<file path="src/rtl/module_barrido_teclado.sv">
// -----------------------------------------------------------------------------
// module_barrido_teclado
// Row-scan driver for a 4x4 matrix keypad. One active-low row line is driven at
// a time; the active-low column lines are synchronised and evaluated once per
// sample tick. A single pressed key is captured, debounced on press and on
// release, and encoded into the 4-bit key map below.
//
// Ports:
//   clk       in   1  system clock (only clock)
//   rst       in   1  asynchronous, active-low reset
//   column    in   4  keypad columns, active-low, pulled up when idle
//   row       out  4  keypad row drive, active-low one-hot
//   key_code  out  4  code of the last accepted key
//   key_valid out  1  one-clock pulse per accepted key
//   key_held  out  1  high while the accepted key remains pressed
//
// Optional feature macro: AUTO_REPEAT_EN
//   When defined, a key kept down in HELD re-pulses key_valid after
//   REPEAT_DELAY sample ticks and then every REPEAT_RATE sample ticks.
//
// Key map (row 1110/1101/1011/0111 x column 1110/1101/1011/0111):
//   r0: 1  2  3 10
//   r1: 4  5  6 11
//   r2: 7  8  9 12
//   r3: 14 0 15 13
// -----------------------------------------------------------------------------
`timescale 1ns/1ps

module module_barrido_teclado #(
    parameter int SCAN_DIV     = 1000,
    parameter int DEBOUNCE_CNT = 10,
    parameter int REPEAT_DELAY = 50,
    parameter int REPEAT_RATE  = 10
) (
    input  logic       clk,
    input  logic       rst,
    input  logic [3:0] column,
    output logic [3:0] row,
    output logic [3:0] key_code,
    output logic       key_valid,
    output logic       key_held
);

    localparam int TICK_W = (SCAN_DIV > 1) ? $clog2(SCAN_DIV) : 1;
    localparam int DEB_W  = $clog2(DEBOUNCE_CNT + 1);

    localparam logic [TICK_W-1:0] TICK_LAST = TICK_W'(SCAN_DIV - 1);
    localparam logic [TICK_W-1:0] TICK_ONE  = TICK_W'(1);
    localparam logic [DEB_W-1:0]  DEB_LAST  = DEB_W'(DEBOUNCE_CNT);
    localparam logic [DEB_W-1:0]  DEB_ONE   = DEB_W'(1);
    localparam logic [DEB_W-1:0]  DEB_ZERO  = DEB_W'(0);

    // Elaboration-time guard on the configuration range.
    if (SCAN_DIV < 4 || DEBOUNCE_CNT < 1 || REPEAT_DELAY < 1 || REPEAT_RATE < 1) begin : g_param_check
        $error("module_barrido_teclado: parameter out of range");
    end

`ifdef AUTO_REPEAT_EN
    localparam int REP_MAX = (REPEAT_DELAY > REPEAT_RATE) ? REPEAT_DELAY : REPEAT_RATE;
    localparam int REP_W   = $clog2(REP_MAX + 1);
    localparam logic [REP_W-1:0] REP_DELAY_L = REP_W'(REPEAT_DELAY);
    localparam logic [REP_W-1:0] REP_RATE_L  = REP_W'(REPEAT_RATE);
    localparam logic [REP_W-1:0] REP_ONE     = REP_W'(1);
    localparam logic [REP_W-1:0] REP_ZERO    = REP_W'(0);
`endif

    typedef enum logic [1:0] {
        SCAN     = 2'd0,
        DEBOUNCE = 2'd1,
        HELD     = 2'd2,
        RELEASE  = 2'd3
    } state_t;

    // ---------------------------------------------------------------- helpers
    // True when exactly one bit of an active-low pattern is low.
    function automatic logic one_low(input logic [3:0] v);
        logic r;
        case (v)
            4'b1110, 4'b1101, 4'b1011, 4'b0111: r = 1'b1;
            default:                            r = 1'b0;
        endcase
        return r;
    endfunction

    // Position of the low bit in a one-hot-low pattern.
    function automatic logic [1:0] low_index(input logic [3:0] v);
        logic [1:0] r;
        case (v)
            4'b1110: r = 2'd0;
            4'b1101: r = 2'd1;
            4'b1011: r = 2'd2;
            4'b0111: r = 2'd3;
            default: r = 2'd0;
        endcase
        return r;
    endfunction

    // Next row in the scan order 1110 -> 1101 -> 1011 -> 0111 -> 1110.
    function automatic logic [3:0] rotate_row(input logic [3:0] r);
        return {r[2:0], r[3]};
    endfunction

    function automatic logic [3:0] map_key(input logic [3:0] r, input logic [3:0] c);
        logic [3:0] k;
        case ({low_index(r), low_index(c)})
            4'h0: k = 4'd1;   4'h1: k = 4'd2;   4'h2: k = 4'd3;   4'h3: k = 4'd10;
            4'h4: k = 4'd4;   4'h5: k = 4'd5;   4'h6: k = 4'd6;   4'h7: k = 4'd11;
            4'h8: k = 4'd7;   4'h9: k = 4'd8;   4'hA: k = 4'd9;   4'hB: k = 4'd12;
            4'hC: k = 4'd14;  4'hD: k = 4'd0;   4'hE: k = 4'd15;  4'hF: k = 4'd13;
            default: k = 4'd0;
        endcase
        return k;
    endfunction

    // ---------------------------------------------------------------- state
    state_t             state_r, state_nxt;
    logic [TICK_W-1:0]  tick_cnt_r;
    logic [3:0]         col_meta_r, col_s_r;
    logic [3:0]         row_r, row_nxt;
    logic [3:0]         cap_col_r, cap_col_nxt;
    logic [DEB_W-1:0]   deb_cnt_r, deb_cnt_nxt;
    logic [DEB_W-1:0]   rel_cnt_r, rel_cnt_nxt;
    logic [3:0]         key_code_r, key_code_nxt;
    logic               key_valid_r, key_valid_nxt;
    logic               key_held_r, key_held_nxt;
    logic               tick_s;
    logic [DEB_W-1:0]   deb_inc_s, rel_inc_s;
`ifdef AUTO_REPEAT_EN
    logic [REP_W-1:0]   rep_cnt_r, rep_cnt_nxt, rep_inc_s;
    logic               rep_armed_r, rep_armed_nxt;
`endif

    assign tick_s    = (tick_cnt_r == TICK_LAST);
    assign deb_inc_s = deb_cnt_r + DEB_ONE;
    assign rel_inc_s = rel_cnt_r + DEB_ONE;
`ifdef AUTO_REPEAT_EN
    assign rep_inc_s = rep_cnt_r + REP_ONE;
`endif

    assign row       = row_r;
    assign key_code  = key_code_r;
    assign key_valid = key_valid_r;
    assign key_held  = key_held_r;

    // Next-state and output decode; every decision is taken on a sample tick.
    always_comb begin
        state_nxt     = state_r;
        row_nxt       = row_r;
        cap_col_nxt   = cap_col_r;
        deb_cnt_nxt   = deb_cnt_r;
        rel_cnt_nxt   = rel_cnt_r;
        key_code_nxt  = key_code_r;
        key_valid_nxt = 1'b0;
        key_held_nxt  = key_held_r;
`ifdef AUTO_REPEAT_EN
        rep_cnt_nxt   = rep_cnt_r;
        rep_armed_nxt = rep_armed_r;
`endif
        case (state_r)
            SCAN: begin
                if (tick_s) begin
                    if (one_low(col_s_r)) begin
                        // Row stays frozen on the captured row from here on.
                        cap_col_nxt = col_s_r;
                        if (DEB_ONE == DEB_LAST) begin
                            key_code_nxt  = map_key(row_r, col_s_r);
                            key_valid_nxt = 1'b1;
                            key_held_nxt  = 1'b1;
                            deb_cnt_nxt   = DEB_ZERO;
                            state_nxt     = HELD;
                        end else begin
                            deb_cnt_nxt = DEB_ONE;
                            state_nxt   = DEBOUNCE;
                        end
                    end else begin
                        // No key or several keys (possible ghosting): keep scanning.
                        row_nxt = rotate_row(row_r);
                    end
                end else begin
                    state_nxt = SCAN;
                end
            end
            DEBOUNCE: begin
                if (tick_s) begin
                    if (col_s_r == cap_col_r) begin
                        if (deb_inc_s == DEB_LAST) begin
                            key_code_nxt  = map_key(row_r, cap_col_r);
                            key_valid_nxt = 1'b1;
                            key_held_nxt  = 1'b1;
                            deb_cnt_nxt   = DEB_ZERO;
                            state_nxt     = HELD;
                        end else begin
                            deb_cnt_nxt = deb_inc_s;
                        end
                    end else begin
                        // Bounce: drop the candidate and resume at the next row.
                        deb_cnt_nxt = DEB_ZERO;
                        row_nxt     = rotate_row(row_r);
                        state_nxt   = SCAN;
                    end
                end else begin
                    state_nxt = DEBOUNCE;
                end
            end
            HELD: begin
                if (tick_s) begin
                    // Only an all-high column releases; a second key is ignored.
                    if (col_s_r == 4'b1111) begin
                        if (DEB_ONE == DEB_LAST) begin
                            key_held_nxt = 1'b0;
                            row_nxt      = 4'b1110;
                            rel_cnt_nxt  = DEB_ZERO;
                            state_nxt    = SCAN;
                        end else begin
                            rel_cnt_nxt = DEB_ONE;
                            state_nxt   = RELEASE;
                        end
                    end else begin
`ifdef AUTO_REPEAT_EN
                        // First repeat after REPEAT_DELAY ticks, then every REPEAT_RATE.
                        if (rep_inc_s == (rep_armed_r ? REP_RATE_L : REP_DELAY_L)) begin
                            key_valid_nxt = 1'b1;
                            rep_cnt_nxt   = REP_ZERO;
                            rep_armed_nxt = 1'b1;
                        end else begin
                            rep_cnt_nxt = rep_inc_s;
                        end
`else
                        state_nxt = HELD;
`endif
                    end
                end else begin
                    state_nxt = HELD;
                end
            end
            RELEASE: begin
                if (tick_s) begin
                    if (col_s_r == 4'b1111) begin
                        if (rel_inc_s == DEB_LAST) begin
                            key_held_nxt = 1'b0;
                            row_nxt      = 4'b1110;
                            rel_cnt_nxt  = DEB_ZERO;
                            state_nxt    = SCAN;
                        end else begin
                            rel_cnt_nxt = rel_inc_s;
                        end
                    end else begin
                        rel_cnt_nxt = DEB_ZERO;
                        state_nxt   = HELD;
                    end
                end else begin
                    state_nxt = RELEASE;
                end
            end
            default: begin
                state_nxt    = SCAN;
                row_nxt      = 4'b1110;
                deb_cnt_nxt  = DEB_ZERO;
                rel_cnt_nxt  = DEB_ZERO;
                key_held_nxt = 1'b0;
            end
        endcase
`ifdef AUTO_REPEAT_EN
        // Any exit from HELD restarts the repeat timing from zero.
        if (state_nxt != HELD) begin
            rep_cnt_nxt   = REP_ZERO;
            rep_armed_nxt = 1'b0;
        end else begin
            rep_armed_nxt = rep_armed_nxt;
        end
`endif
    end

    // State, counters, column synchroniser and registered outputs.
    always_ff @(posedge clk or negedge rst) begin
        if (!rst) begin
            state_r     <= SCAN;
            tick_cnt_r  <= '0;
            col_meta_r  <= 4'b1111;
            col_s_r     <= 4'b1111;
            row_r       <= 4'b1110;
            cap_col_r   <= 4'b1111;
            deb_cnt_r   <= '0;
            rel_cnt_r   <= '0;
            key_code_r  <= 4'd0;
            key_valid_r <= 1'b0;
            key_held_r  <= 1'b0;
`ifdef AUTO_REPEAT_EN
            rep_cnt_r   <= '0;
            rep_armed_r <= 1'b0;
`endif
        end else begin
            state_r     <= state_nxt;
            tick_cnt_r  <= tick_s ? '0 : (tick_cnt_r + TICK_ONE);
            col_meta_r  <= column;
            col_s_r     <= col_meta_r;
            row_r       <= row_nxt;
            cap_col_r   <= cap_col_nxt;
            deb_cnt_r   <= deb_cnt_nxt;
            rel_cnt_r   <= rel_cnt_nxt;
            key_code_r  <= key_code_nxt;
            key_valid_r <= key_valid_nxt;
            key_held_r  <= key_held_nxt;
`ifdef AUTO_REPEAT_EN
            rep_cnt_r   <= rep_cnt_nxt;
            rep_armed_r <= rep_armed_nxt;
`endif
        end
    end

endmodule

</file>
<file path="config.mk">
export PLATFORM = sky130hd
export DESIGN_NAME = module_barrido_teclado
export DESIGN_NICKNAME = d
export VERILOG_FILES = /design/src/rtl/module_barrido_teclado.sv
export SDC_FILE = /design/constraint.sdc
export NUM_CORES = 1
export LEC_CHECK = 0
export ABC_AREA = 1
export ABC_CLOCK_PERIOD_IN_PS = 2200
export CAP_MARGIN = 5
export CORE_MARGIN = 10
export CORE_UTILIZATION = 45
export DETAILED_ROUTE_END_ITERATION = 16
export GPL_TIMING_DRIVEN = 0
export PLACE_DENSITY = 0.67
export SYNTH_ARGS = -nofsm -noshare
export SYNTH_HDL_FRONTEND = slang
export SYNTH_SLANG_ARGS = --single-unit
</file>
<file path="constraint.sdc">
create_clock -name clk -period 2.2 [get_ports clk]
set_input_delay 0.33 -clock clk [delete_from_list [all_inputs] [get_ports clk]]
set_output_delay 0.33 -clock clk [all_outputs]
set_load 0.05 [all_outputs]
</file>
==> results.yml <==
sta:
  setup_ws_ns: 0.177
  slew_headroom_pct: 66.6
  drv_slew: 0
  hold_violations: 0
  setup_violations: 0
  skew_ns: 0.00404
  holdWs_ns: 0.358
  rsz0062_at_grt: "false"
  min_period_ns: 2.02
  clock.fmax_mhz: 494
  period_share_pct: 91.9
  tightestPinTransition_ns: 0.499
power:
  combPwrFrac_pct: 3.6
  p_switching_w: 0.000308
  peakVddDrop_uv: 300
  p_per_area_nw_per_um2: 492
  leakage_nw: 1.36
  intPower_w: 0.00110
  sw_frac_of_total_pct: 21.9
  clockPowerShare_pct: 40.2
  seq_power_share_pct: 56.3
clocking:
  cts_made_buffers: 5
  clock_sinks: 42
  root_buffer: "clkbuf_8"
  clk_latency_ns: 0.29
  cts_tree: "built"
  cts_resized: 0
  postCtsHoldBufs: 1
  h-tree-depth: 2
  clock_path_buffers: 2
  clk_pin_slew_ns: 0.08
  postCtsSetupBuffers: 0
worst_setup_path:
  critPathCaptureType: "primary output"
  crit_chain: "clkdlybuf4s50_1"
  cp.buffers_inverters: 1
  critPathKind: "register to primary output"
  reg2reg_slack_ns: 0.27
  start_kind: "register"
  crit_slowest_cell: "clkdlybuf4s50_1"
  crit_arrival_ns: 1.69
  rr_startpoint: "cap_col_r[1]"
  worstRegToRegCells: 8
  timing.rr.end: "key_code[3]"
  critPathMaxStageDelay_ns: 0.82
  path_max_fanout: 6
  cpLargestDelayFamily: "buffers and inverters"
  required_ns: 1.87
final_layout:
  final_nets: 358
  fin_cells: 413
  area_growth_pct: 15.0
  diodes: 0
  final_area_um2: 2850
  drive_gt1_share_pct: 18.4
placed_design:
  place_area_um2: 2730
  dp_cells: 404
  preCtsSetupSlack_ns: 0.271
  dp_hpwl_mm: 3.51
  gp_congestion: 0.872
  io_buffers: 15
yosys:
  synth_top_cell_by_area: "dfrtp_1"
  yosys_warnings: 0
  syn-num-nets: 334
  async_reset_ff_share_pct: 100
  synth_edf_count: 0
  synth_ff_type: "dfrtp_1"
  synth_top_area_share_pct: 27.3
  syn_area_um2: 2480
  ys_top_cells_by_area: "dfrtp_1 27%, dfstp_2 16%, nand2_1 14%"
  yosysSeqAreaShare_pct: 43.2
  yosysMostFrequentCell: "nand2_1"
  netlist-cell-type-count: 29
  synthTopCellsByCount: "90 x nand2_1, 38 x inv_1, 27 x dfrtp_1, 27 x nor2_1, 25 x o21ai_0"
  synth_area_per_cell_um2: 7.79
  synth-seq-cells: 42
  synth_cells: 318
floorplan:
  die_h_um: 94.2
  ios: 16
  initial_core_util_pct: 47.3
  die_area_um2: 8880
  core_um2: 5240
  die_x_um: 94.2
  num_rows: 26
global_routing:
  antenna_found_initial: 0
  grtUsageTotal_pct: 10.8
  grt_max_degree: 29
  grt.overflow.total: 0
  grt_pass1_wl_mm: 7.98
  grt_pass1_vias: 1893
drt:
  drtIter0Drc: 75
  drc: 0
  ant_nets: 0
  drt_pre_antenna_iters: 4
  vias_per_cell: 4.81
  num_vias: 1985
  routed_wirelength_mm: 4.44
  wire_per_inst_um: 10.7
run_status:
  status: "completed"
worst_hold_path:
  worstHoldPathCells: 0
  min_to: "col_s_r[2]"
  min_path_type: "register to register"
  worst_hold_startpoint: "col_meta_r[2]"
job:
  max_cap_violations: 0
[layout make-up]
cell class / instances / area (µm²)
Fill cell: 498 / 2390
Multi-Input combinational cell: 227 / 1220
Sequential cell: 42 / 1070
Inverter: 48 / 180
Timing Repair Buffer: 17 / 175
Clock buffer: 6 / 93.8
Tap cell: 70 / 87.6
Clock inverter: 2 / 15.0
Buffer: 1 / 11.3
[flip-flops by register name, summed over array words and instances, names as in the netlist]
register	count
col_meta_r	4
rel_cnt_r	4
key_held	1
key_valid	1
tick_cnt_r	10
deb_cnt_r	4
cap_col_r	4
col_s_r	4
row	4
key_code	4
state_r	2
[kinds of logic after synthesis]
logic type                 synth area share, %
xor gates and xnor gates                  1.06
and+or+nand+nor                           34.7
buffers and inverters                     7.72
DFF                                       43.2
AOI/OAI and AO/OA                         8.28
adders and majority gates                 5.05
[stage by stage]
step | TNS (ns) | util (%) | power, W
finish | 0 | 54.4 | 0.00140
global route | 0 | 54.4 | 0.00146
CTS | 0 | 54.4 | 0.00143
detailed placement | 0 | 52.2 | 0.000854
global placement | -8.01 | 51.9 | 0.000850
floorplan | 0 | - | 0.000823
[power groups by stage]
stage / combinational [W] / clock [W] / sequential (W)
after floorplan: 0.0000197 / 0 / 0.000803
after global placement: 0.0000465 / 0 / 0.000803
after detailed placement: 0.0000506 / 0 / 0.000804
after CTS: 0.0000519 / 0.000590 / 0.000789
after global routing: 0.0000561 / 0.000617 / 0.000790
final: 0.0000501 / 0.000564 / 0.000789
[layout by cell type (no fill, tap or decap), types with 8 or more instances in the layout]
master           netlist  layout
inv_1                 38      38
ha_1                  10      10
clkdlybuf4s50_1        0      14
nand3_1               14      14
nor2_1                27      27
nand4_1                9       9
inv_2                  8       8
dfrtp_1               27      27
nand2_1               90      90
o21ai_0               25      25
dfstp_2               15      15
[how the worst max path moves through the flow]
stage | start | cells after the start | to | slack [ns]
floorplan | cap_col_r[1] | 8 | key_code[3] | 0.45
global placement | rst | 1 | key_code[0] | -0.30
detailed placement | cap_col_r[1] | 8 | key_code[3] | 0.27
CTS | row[2] | 1 | row[2] | 0.16
global route | cap_col_r[1] | 10 | key_code[1] | 0.08
finish | row[2] | 1 | row[2] | 0.18
[layer usage]
layer  share of wire, %  track usage, %  vias up
met5                  0               0        -
met4                1.0            2.66        0
met3                4.1            2.88        5
met2                 48            19.2       20
met1                 47            12.5      906
li1                   -               -     1054
No activity file was read; power rests on OpenSTA's default activity.
